### src/rtl/ahb_pkg.sv
`default_nettype none
// ============================================================================
//  Module      : ahb_pkg
//  Description : Shared AHB-Lite encodings and master FSM state type.
//  Revision    : 1.0 - initial release
// ============================================================================
package ahb_pkg;

  typedef enum logic [1:0] {
    HTRANS_IDLE   = 2'b00,
    HTRANS_BUSY   = 2'b01,
    HTRANS_NONSEQ = 2'b10,
    HTRANS_SEQ    = 2'b11
  } htrans_t;

  localparam logic [2:0] HSIZE_WORD    = 3'b010;
  localparam logic [2:0] HBURST_SINGLE = 3'b000;
  localparam logic [2:0] HBURST_INCR   = 3'b001;

  typedef enum logic [1:0] {
    ST_IDLE = 2'b00,
    ST_ADDR = 2'b01,
    ST_LAST = 2'b10
  } mst_state_t;

endpackage
`default_nettype wire

### src/rtl/ahb_lite_master_if.sv
`default_nettype none
// ============================================================================
//  Module      : ahb_lite_master_if
//  Description : Command, write/read stream and AHB-Lite bus signals of the
//                master; master modport is the DUT view, slave the opposite.
//  Revision    : 1.0 - initial release
// ============================================================================
interface ahb_lite_master_if #(
  parameter int ADDR_WIDTH = 10,
  parameter int DATA_WIDTH = 32
);

  logic                  cmd_valid;
  logic                  cmd_ready;
  logic                  cmd_write;
  logic [ADDR_WIDTH-1:0] cmd_addr;
  logic [3:0]            cmd_len;

  logic                  wr_valid;
  logic                  wr_ready;
  logic [DATA_WIDTH-1:0] wr_data;

  logic                  rd_valid;
  logic [DATA_WIDTH-1:0] rd_data;
  logic                  rd_last;
  logic                  done;

  logic                  HSEL;
  logic [ADDR_WIDTH-1:0] HADDR;
  logic                  HWRITE;
  logic [1:0]            HTRANS;
  logic [2:0]            HSIZE;
  logic [2:0]            HBURST;
  logic [DATA_WIDTH-1:0] HWDATA;
  logic [DATA_WIDTH-1:0] HRDATA;
  logic                  HREADY;

  modport master (
    input  cmd_valid, cmd_write, cmd_addr, cmd_len,
    input  wr_valid, wr_data,
    input  HRDATA, HREADY,
    output cmd_ready, wr_ready, rd_valid, rd_data, rd_last, done,
    output HSEL, HADDR, HWRITE, HTRANS, HSIZE, HBURST, HWDATA
  );

  modport slave (
    output cmd_valid, cmd_write, cmd_addr, cmd_len,
    output wr_valid, wr_data,
    output HRDATA, HREADY,
    input  cmd_ready, wr_ready, rd_valid, rd_data, rd_last, done,
    input  HSEL, HADDR, HWRITE, HTRANS, HSIZE, HBURST, HWDATA
  );

endinterface
`default_nettype wire

### src/rtl/ahb_lite_master.sv
`default_nettype none
// ============================================================================
//  Module      : ahb_lite_master
//  Description : AHB-Lite master turning single commands into SINGLE/INCR
//                word bursts with streamed write and read data.
//  Revision    : 1.0 - initial release
// ============================================================================
module ahb_lite_master
  import ahb_pkg::*;
#(
  parameter int ADDR_WIDTH = 10,
  parameter int DATA_WIDTH = 32
) (
  input  logic              HCLK,
  input  logic              HRESET,
  ahb_lite_master_if.master bus
);

  localparam logic [ADDR_WIDTH-1:0] ADDR_STEP  = ADDR_WIDTH'(4);
  localparam logic [ADDR_WIDTH-1:0] ALIGN_MASK = ~ADDR_WIDTH'(3);

  mst_state_t            state_q,    state_d;
  logic [ADDR_WIDTH-1:0] addr_q,     addr_d;
  logic [3:0]            cnt_q,      cnt_d;
  logic                  write_q,    write_d;
  logic [2:0]            burst_q,    burst_d;
  logic [2:0]            hsize_q,    hsize_d;
  logic                  first_q,    first_d;
  logic                  hold_q,     hold_d;
  logic                  dp_valid_q, dp_valid_d;
  logic                  dp_write_q, dp_write_d;
  logic                  dp_last_q,  dp_last_d;
  logic [DATA_WIDTH-1:0] hwdata_q,   hwdata_d;
  logic [DATA_WIDTH-1:0] rd_data_q,  rd_data_d;
  logic                  rd_valid_q, rd_valid_d;
  logic                  rd_last_q,  rd_last_d;
  logic                  done_q,     done_d;

  logic    in_addr;
  logic    issue;
  logic    accept;
  htrans_t htrans;

  // A write beat goes out only with data available; once issued and stalled,
  // hold_q keeps it on the bus until the slave takes it.
  always_comb begin
    in_addr = (state_q == ST_ADDR);
    issue   = in_addr && (!write_q || bus.wr_valid || hold_q);
    accept  = issue && bus.HREADY;
    htrans  = HTRANS_IDLE;
    if (issue) begin
      if (first_q) htrans = HTRANS_NONSEQ;
      else         htrans = HTRANS_SEQ;
    end else if (in_addr && !first_q) begin
      htrans = HTRANS_BUSY;
    end
  end

  always_comb begin
    state_d    = state_q;
    addr_d     = addr_q;
    cnt_d      = cnt_q;
    write_d    = write_q;
    burst_d    = burst_q;
    hsize_d    = HSIZE_WORD;
    first_d    = first_q;
    hold_d     = hold_q;
    dp_valid_d = dp_valid_q;
    dp_write_d = dp_write_q;
    dp_last_d  = dp_last_q;
    hwdata_d   = hwdata_q;
    rd_data_d  = rd_data_q;
    rd_valid_d = 1'b0;
    rd_last_d  = 1'b0;
    done_d     = 1'b0;

    case (state_q)
      ST_IDLE: begin
        if (bus.cmd_valid) begin
          state_d = ST_ADDR;
          addr_d  = bus.cmd_addr & ALIGN_MASK;
          cnt_d   = bus.cmd_len;
          write_d = bus.cmd_write;
          burst_d = (bus.cmd_len == 4'd0) ? HBURST_SINGLE : HBURST_INCR;
          first_d = 1'b1;
          hold_d  = 1'b0;
        end
      end
      ST_ADDR: begin
        hold_d = issue && !bus.HREADY;
        if (accept) begin
          addr_d  = addr_q + ADDR_STEP;
          cnt_d   = cnt_q - 4'd1;
          first_d = 1'b0;
          if (write_q) hwdata_d = bus.wr_data;
          if (cnt_q == 4'd0) state_d = ST_LAST;
        end
      end
      ST_LAST: begin
        if (bus.HREADY) begin
          state_d = ST_IDLE;
          done_d  = 1'b1;
        end
      end
      default: state_d = ST_IDLE;
    endcase

    // Data-phase pipeline: advances only when the current data phase completes.
    if (bus.HREADY) begin
      dp_valid_d = accept;
      dp_write_d = write_q;
      dp_last_d  = (cnt_q == 4'd0);
      if (dp_valid_q && !dp_write_q) begin
        rd_valid_d = 1'b1;
        rd_data_d  = bus.HRDATA;
        rd_last_d  = dp_last_q;
      end
    end
  end

  always_ff @(posedge HCLK) begin
    if (HRESET) begin
      state_q    <= ST_IDLE;
      addr_q     <= '0;
      cnt_q      <= '0;
      write_q    <= 1'b0;
      burst_q    <= '0;
      hsize_q    <= '0;
      first_q    <= 1'b0;
      hold_q     <= 1'b0;
      dp_valid_q <= 1'b0;
      dp_write_q <= 1'b0;
      dp_last_q  <= 1'b0;
      hwdata_q   <= '0;
      rd_data_q  <= '0;
      rd_valid_q <= 1'b0;
      rd_last_q  <= 1'b0;
      done_q     <= 1'b0;
    end else begin
      state_q    <= state_d;
      addr_q     <= addr_d;
      cnt_q      <= cnt_d;
      write_q    <= write_d;
      burst_q    <= burst_d;
      hsize_q    <= hsize_d;
      first_q    <= first_d;
      hold_q     <= hold_d;
      dp_valid_q <= dp_valid_d;
      dp_write_q <= dp_write_d;
      dp_last_q  <= dp_last_d;
      hwdata_q   <= hwdata_d;
      rd_data_q  <= rd_data_d;
      rd_valid_q <= rd_valid_d;
      rd_last_q  <= rd_last_d;
      done_q     <= done_d;
    end
  end

  assign bus.cmd_ready = (state_q == ST_IDLE) && !HRESET;
  assign bus.wr_ready  = accept && write_q;
  assign bus.rd_valid  = rd_valid_q;
  assign bus.rd_data   = rd_data_q;
  assign bus.rd_last   = rd_last_q;
  assign bus.done      = done_q;
  assign bus.HTRANS    = htrans;
  assign bus.HSEL      = (htrans != HTRANS_IDLE);
  assign bus.HADDR     = addr_q;
  assign bus.HWRITE    = write_q;
  assign bus.HSIZE     = hsize_q;
  assign bus.HBURST    = burst_q;
  assign bus.HWDATA    = hwdata_q;

endmodule
`default_nettype wire

### src/flat_wrapper.sv
// flat-port wrapper written by rule: the top's interface ports become plain ports
module ahb_lite_master_flat import ahb_pkg::*;
#(
  parameter int ADDR_WIDTH = 10,
  parameter int DATA_WIDTH = 32
)
  (HCLK, HRESET, bus_cmd_valid, bus_cmd_write, bus_cmd_addr, bus_cmd_len, bus_wr_valid, bus_wr_data, bus_HRDATA, bus_HREADY, bus_cmd_ready, bus_wr_ready, bus_rd_valid, bus_rd_data, bus_rd_last, bus_done, bus_HSEL, bus_HADDR, bus_HWRITE, bus_HTRANS, bus_HSIZE, bus_HBURST, bus_HWDATA);
  ahb_lite_master_if #(.ADDR_WIDTH(ADDR_WIDTH), .DATA_WIDTH(DATA_WIDTH)) bus_i ();
  input  logic HCLK;
  input  logic HRESET;
  input wire logic [$bits(bus_i.cmd_valid)-1:0] bus_cmd_valid;
  input wire logic [$bits(bus_i.cmd_write)-1:0] bus_cmd_write;
  input wire logic [$bits(bus_i.cmd_addr)-1:0] bus_cmd_addr;
  input wire logic [$bits(bus_i.cmd_len)-1:0] bus_cmd_len;
  input wire logic [$bits(bus_i.wr_valid)-1:0] bus_wr_valid;
  input wire logic [$bits(bus_i.wr_data)-1:0] bus_wr_data;
  input wire logic [$bits(bus_i.HRDATA)-1:0] bus_HRDATA;
  input wire logic [$bits(bus_i.HREADY)-1:0] bus_HREADY;
  output wire logic [$bits(bus_i.cmd_ready)-1:0] bus_cmd_ready;
  output wire logic [$bits(bus_i.wr_ready)-1:0] bus_wr_ready;
  output wire logic [$bits(bus_i.rd_valid)-1:0] bus_rd_valid;
  output wire logic [$bits(bus_i.rd_data)-1:0] bus_rd_data;
  output wire logic [$bits(bus_i.rd_last)-1:0] bus_rd_last;
  output wire logic [$bits(bus_i.done)-1:0] bus_done;
  output wire logic [$bits(bus_i.HSEL)-1:0] bus_HSEL;
  output wire logic [$bits(bus_i.HADDR)-1:0] bus_HADDR;
  output wire logic [$bits(bus_i.HWRITE)-1:0] bus_HWRITE;
  output wire logic [$bits(bus_i.HTRANS)-1:0] bus_HTRANS;
  output wire logic [$bits(bus_i.HSIZE)-1:0] bus_HSIZE;
  output wire logic [$bits(bus_i.HBURST)-1:0] bus_HBURST;
  output wire logic [$bits(bus_i.HWDATA)-1:0] bus_HWDATA;
  assign bus_i.cmd_valid = bus_cmd_valid;
  assign bus_i.cmd_write = bus_cmd_write;
  assign bus_i.cmd_addr = bus_cmd_addr;
  assign bus_i.cmd_len = bus_cmd_len;
  assign bus_i.wr_valid = bus_wr_valid;
  assign bus_i.wr_data = bus_wr_data;
  assign bus_i.HRDATA = bus_HRDATA;
  assign bus_i.HREADY = bus_HREADY;
  assign bus_cmd_ready = bus_i.cmd_ready;
  assign bus_wr_ready = bus_i.wr_ready;
  assign bus_rd_valid = bus_i.rd_valid;
  assign bus_rd_data = bus_i.rd_data;
  assign bus_rd_last = bus_i.rd_last;
  assign bus_done = bus_i.done;
  assign bus_HSEL = bus_i.HSEL;
  assign bus_HADDR = bus_i.HADDR;
  assign bus_HWRITE = bus_i.HWRITE;
  assign bus_HTRANS = bus_i.HTRANS;
  assign bus_HSIZE = bus_i.HSIZE;
  assign bus_HBURST = bus_i.HBURST;
  assign bus_HWDATA = bus_i.HWDATA;
  ahb_lite_master #(.ADDR_WIDTH(ADDR_WIDTH), .DATA_WIDTH(DATA_WIDTH)) u_core (.HCLK(HCLK), .HRESET(HRESET), .bus(bus_i));
endmodule
### config.mk
export PLATFORM = sky130hd
export DESIGN_NAME = ahb_lite_master_flat
export DESIGN_NICKNAME = d
export VERILOG_FILES = /design/src/rtl/ahb_pkg.sv /design/src/rtl/ahb_lite_master_if.sv /design/src/rtl/ahb_lite_master.sv /design/src/flat_wrapper.sv
export SDC_FILE = /design/constraint.sdc
export NUM_CORES = 1
export LEC_CHECK = 0
export ABC_AREA = 1
export ABC_CLOCK_PERIOD_IN_PS = 1700
export BUFFER_PORTS_ARGS = -buffer_cell sky130_fd_sc_hd__buf_2
export CORE_MARGIN = 4
export CORE_UTILIZATION = 45
export CTS_CLUSTER_DIAMETER = 80
export CTS_CLUSTER_SIZE = 40
export DETAILED_ROUTE_END_ITERATION = 16
export PLACE_DENSITY = 0.79
export SYNTH_ARGS = -nofsm -noshare
export SYNTH_HDL_FRONTEND = slang
export SYNTH_SLANG_ARGS = --single-unit
export TNS_END_PERCENT = 30
### constraint.sdc
create_clock -name HCLK -period 1.7 [get_ports HCLK]
set_input_delay 0 -clock HCLK [delete_from_list [all_inputs] [get_ports HCLK]]
set_output_delay 0 -clock HCLK [all_outputs]
set_load 0.03 [all_outputs]
; ---- Word-level counts from Yosys, hierarchy flattened
; Cells that the tools add are included.
[totals]
input_bits = 84
elab_cells = 78
ff_bits = 94
[op_classes]
n_eq_ne = 6
bitwise = 3
n_addsub = 2
mux = 23
reduce_logical = 28
[ops]
columns = op, count
row1 = $mux W10, 2
row2 = $pmux W10 S2, 1
row3 = $mux W2, 6
row4 = $add A10 B3 Y10 const B, 1
row5 = $logic_not A4 Y1, 2
row6 = $mux W1, 8
row7 = $mux W4, 2
row8 = $ne A2 B2 Y1 const B, 4
row9 = $pmux W4 S2, 1
row10 = $logic_and A1 B1 Y1, 7
row11 = $pmux W2 S3, 1
row12 = $reduce_and A2 Y1, 3
row13 = $reduce_and A3 Y1, 2
row14 = $logic_not A1 Y1, 5
row15 = $pmux W1 S2, 2
row16 = $reduce_and A4 Y1, 1
row17 = $reduce_bool A2 Y1, 2
row18 = $reduce_or A2 Y1, 2
row19 = $sub A4 B1 Y4 const B, 1
row20 = $not A1 Y1, 3
row21 = $reduce_or A3 Y1, 1
row22 = $eq A2 B1 Y1 const B, 1
row23 = $eq A2 B2 Y1 const B, 1
row24 = $logic_not A2 Y1, 1
row25 = $logic_or A1 B1 Y1, 2

; ---- Depth between registers and ports, before layout
[logic_depth]
depth_word = 7
depth_mapped = 9
ltp_nobuf = 8

; ---- Least setup slack after synthesis
; Ideal clock, no wire load.
[synth_timing]
kind = register to register
from = register u_core.write_q, in the netlist u_core.bus.HWRITE
to = register u_core.hwdata_q[9], in the netlist u_core.bus.HWDATA[9]
setup_ps = 132
path_slack_ps = 167
arrival_ps = 1401
stages_incl_launch_ff = 9
path_cell_list = dfxtp_1 > nand3_1 > nand3_2 > inv_2 > nand2_4 > clkinv_2 > buf_6 > nand2_1 > a21oi_1
[synth_via]
elab_chain_cells = 6
[synth_lines]
columns = element, line_no
row1 = start: declaration, ahb_lite_master.sv:25  ; logic write_q, write_d;
row2 = start signal: assignment, ahb_lite_master.sv:143  ; write_q <= write_d;
row3 = $logic_not A1 Y1, ahb_lite_master.sv:48  ; issue = in_addr && (!write_q || bus.wr_valid || hold_q);
row4 = $logic_or A1 B1 Y1 (2 in series), ahb_lite_master.sv:48
row5 = $logic_and A1 B1 Y1, ahb_lite_master.sv:48
row6 = $logic_and A1 B1 Y1, ahb_lite_master.sv:49  ; accept = issue && bus.HREADY;
row7 = $reduce_and A3 Y1 (no line) (*), -
row8 = end signal: assignment, ahb_lite_master.sv:151  ; hwdata_q <= hwdata_d;
row9 = end: declaration, ahb_lite_master.sv:33  ; logic [DATA_WIDTH-1:0] hwdata_q, hwdata_d;
; Every way passes the cells marked *; elsewhere a longest branch is shown, timed or not.
; A chain may end at the register's enable or synchronous reset.

; ---- Worst setup path after layout
[layout_timing]
from = register u_core.hold_q
to = output bus_wr_ready
[layout_via]
elab_chain_cells = 4
[layout_lines]
columns = element, line_no
row1 = start: declaration, ahb_lite_master.sv:29  ; logic hold_q, hold_d;
row2 = start signal: assignment, ahb_lite_master.sv:147  ; hold_q <= hold_d;
row3 = $logic_or A1 B1 Y1, ahb_lite_master.sv:48
row4 = $logic_and A1 B1 Y1, ahb_lite_master.sv:48
row5 = $logic_and A1 B1 Y1, ahb_lite_master.sv:49
row6 = $logic_and A1 B1 Y1, ahb_lite_master.sv:160  ; assign bus.wr_ready = accept && write_q;
row7 = end: declaration, flat_wrapper.sv:20  ; output wire logic [$bits(bus_i.wr_ready)-1:0] bus_wr_ready;
; Every way passes these cells.

==> flow_metrics.py <==
metrics = {
    "run_status": {
        "outcome": "finished clean",
    },
    "logic_synthesis": {
        "avgSynthCellArea_um2": 7.44,
        "synth-seq-cells": 89,
        "netlist_area_mm2": 0.00347,
        "synthDistinctLibCells": 24,
        "ys_seq_area_share_pct": 51.4,
        "netlist_instances": 466,
        "ys_warn_count": 0,
    },
    "die": {
        "core.rowCount": 31,
        "core_area_mm2": 0.00737,
        "die_h_um": 95.8,
        "die_w_um": 95.8,
        "start_util_pct": 47.1,
        "die-area_mm2": 0.00918,
        "ios": 173,
    },
    "cts": {
        "cts_tree": "yes",
        "clock_sinks": 89,
        "clk_pin_slew_ns": 0.09,
        "root_buffer": "clkbuf_8",
        "cts_buffers": 9,
        "clockBufferDepth": 2,
        "cts_setup_buffers": 0,
        "htreeDepth": 3,
        "clk_latency_ns": 0.35,
    },
    "setup_path": {
        "path_class": "register to primary output",
        "worstPathCellList": "inv_1 > nand3_1 > nand3_2 > inv_2 > nand2_4 > clkinv_8 > clkbuf_4",
        "worst_path_dominant_cell_family": "buffers and inverters",
        "worstRegToRegCells": 8,
        "slowest_stage": "dfxtp_1",
        "startpoint": "u_core.hold_q",
        "path_buf_inv": 4,
        "cp.depth": 7,
        "rr_startpoint": "u_core.hold_q",
        "cp.required_ns": 1.70,
        "arrival_ns": 1.54,
        "cp_max_fo": 33,
        "end_kind": "primary output",
        "cpPeakStageDelay_ns": 0.34,
        "worst_setup_path_start_kind": "register",
    },
    "worst_hold_path": {
        "hold-path-cell-count": 5,
        "hp-start": "bus_cmd_len[2]",
        "hold_path_class": "primary input to register",
    },
    "grt": {
        "first_global_vias": 4053,
        "grt_pass1_wl_um": 17700,
        "grt_max_degree": 34,
        "track_usage_pct": 24.4,
        "gr-total-overflow": 0,
        "antenna_found_initial": 0,
    },
    "routing": {
        "via_per_inst": 4.93,
        "via_count": 3986,
        "routedWlPerCell_um": 13.9,
        "drtAntennaViolNets": 0,
        "drt_first_pass_iters": 4,
        "drc_errors": 0,
        "drt-initial-drc-count": 120,
        "routed_wl_um": 11300,
    },
    "cells_and_area": {
        "syn2layout_area_growth_pct": 53.2,
        "instances_no_fill": 808,
        "layout-drive-gt1-share_pct": 28.6,
        "nNetsFinal": 788,
    },
    "job": {
        "cap_viol_max_count": 0,
    },
    "place": {
        "dp.cells": 714,
        "place_congestion": 0.776,
        "place_hpwl_um": 6790,
        "dp_slack_ns": 0.161,
        "numPortBuffers": 164,
    },
    "timing": {
        "final_max_slew_viol_count": 0,
        "finalSetupTns_ns": 0,
        "fin_ws_ns": 0.164,
        "rsz0062_at_grt": "false",
        "period_share_pct": 90.3,
        "hold_viol_final": 0,
        "max_clock_freq_mhz": 651,
        "layout_min_cycle_time_ns": 1.54,
        "hold-worst-slack_ns": 0.0188,
        "clock_skew_ns": 0.00784,
        "setup_viol": 0,
    },
    "power": {
        "p_int_uw": 3110,
        "ir_drop_uv": 453,
        "power_frac_clock_pct": 30.3,
        "switching_share_pct": 31.1,
        "pwr-share-comb_pct": 19.9,
        "power_uw": 4510,
        "leakage_uw": 0.00262,
        "switchingPower_uw": 1400,
        "sequentialPowerShare_pct": 49.8,
        "powerDensity_mw_per_mm2": 848,
    },
}
power groups by stage:
stage	sequential (µW)	clock (µW)	combinational, µW
3_3_place_gp	2290	0	725
3_5_place_dp	2290	0	745
5_1_grt	2260	1510	980
2_1_floorplan	2420	0	353
4_1_cts	2240	1400	881
6_report	2250	1360	896
cell families after synthesis:
group / synth area share, %
DFF: 51.4
adders and majority gates: 0.721
other: 0.108
and+or+nand+nor: 25.4
AOI/OAI and AO/OA: 14.3
buffers and inverters: 7.58
xor gates and xnor gates: 0.505
path summary, 6_finish.rpt:
kind / end / slack [ns]
setup / recovery: bus_wr_ready / 0.16
hold / removal: u_core.cnt_q[2] / 0.02
setup reg to reg: u_core.bus.HWDATA[29] / 0.21
hold reg to reg: u_core.bus.HWDATA[13] / 0.47
worst min-delay path, cell delays in order:
cell and delay [ns]:
buf_2 0.10, nand2_1 0.05, nand2_1 0.06, nor2_1 0.04
nor2_1 0.09
timing repair:
action                                  4_1_cts  5_1_grt
hold buffers                                 76        0
gates resized for setup                       1        6
endpoints found under the hold margin        77        0
endpoints found under the setup margin        2        3
per-layer routing:
| metal | vias to the layer above | part of all wire (%) | global-route usage, % |
|---|---|---|---|
| met4 | 0 | 4.3 | 15.8 |
| met3 | 44 | 7.5 | 6.33 |
| met2 | 180 | 52 | 44.0 |
| li1 | 1947 | - | - |
| met1 | 1815 | 36 | 24.7 |
| met5 | - | 0 | 0 |
per-stage QoR:
stage                     cell area (µm²)  util (%)
after floorplan                      3490         -
after global placement               4350      59.0
after detailed placement             4350      59.0
after CTS                            5300      71.9
after global routing                 5310      72.1
final                                5320      72.1
sequential cells by signal, summed over array words and instances (netlist names):
name	flops
u_core.bus.rd_last	1
u_core.bus.rd_data	32
u_core.hold_q	1
u_core.bus.HBURST	1
u_core.dp_write_q	1
u_core.cnt_q	4
u_core.first_q	1
u_core.dp_valid_q	1
u_core.bus.rd_valid	1
u_core.bus.HWRITE	1
u_core.bus.done	1
u_core.bus.HADDR	8
u_core.dp_last_q	1
u_core.bus.HWDATA	32
u_core.bus.HSIZE	1
u_core.state_q	2
cells in the final DEF (no fill, tap or decap):
cell type / count
inv_1: 19
o22ai_1: 1
clkinvlp_4: 2
clkbuf_8: 9
nor3_1: 2
ha_1: 2
nand3b_1: 1
clkinv_8: 1
clkinv_4: 1
inv_6: 3
inv_8: 1
dfxtp_2: 2
dfxtp_1: 87
buf_2: 163
clkbuf_4: 1
nor2_2: 1
nor4_1: 2
nand2_4: 1
nand2_1: 102
a21oi_1: 47
xor2_1: 2
nor2_8: 1
dlygate4sd3_1: 76
nor2_1: 95
o21ai_0: 51
nand2_2: 1
conb_1: 6
nand3_2: 1
nand3_1: 10
and3_1: 2
diode_2: 2
inv_2: 2
buf_4: 12
Yosys cell counts:
library cell / count / share of area (%)
buf_4: 8 / 1.7
nand3b_1: 1 / 0.22
o22ai_1: 1 / 0.18
nor2_1: 96 / 10
conb_1: 1 / 0.11
buf_6: 3 / 0.97
a21oi_1: 47 / 6.8
nand2_4: 1 / 0.32
buf_2: 5 / 0.72
nor4_1: 2 / 0.36
o21ai_0: 51 / 7.4
nand2_1: 103 / 11
clkbuf_1: 16 / 1.7
xor2_1: 2 / 0.51
nand3_2: 1 / 0.29
dfxtp_1: 89 / 51
and3_1: 2 / 0.36
nor3_1: 2 / 0.29
nand3_1: 10 / 1.4
inv_1: 19 / 2.1
nor2_8: 1 / 0.58
clkinv_2: 1 / 0.14
ha_1: 2 / 0.72
inv_2: 2 / 0.22
area by class of cell:
| type | count | area [µm²] |
|---|---|---|
| Tap cell | 99 | 124 |
| Fill cell | 584 | 2050 |
| Clock buffer | 9 | 124 |
| Inverter | 22 | 95.1 |
| Antenna cell | 2 | 5.00 |
| Clock inverter | 7 | 61.3 |
| Timing Repair Buffer | 252 | 1670 |
| Sequential cell | 89 | 1780 |
| Multi-Input combinational cell | 328 | 1450 |
No activity file was read; power rests on OpenSTA's default activity.
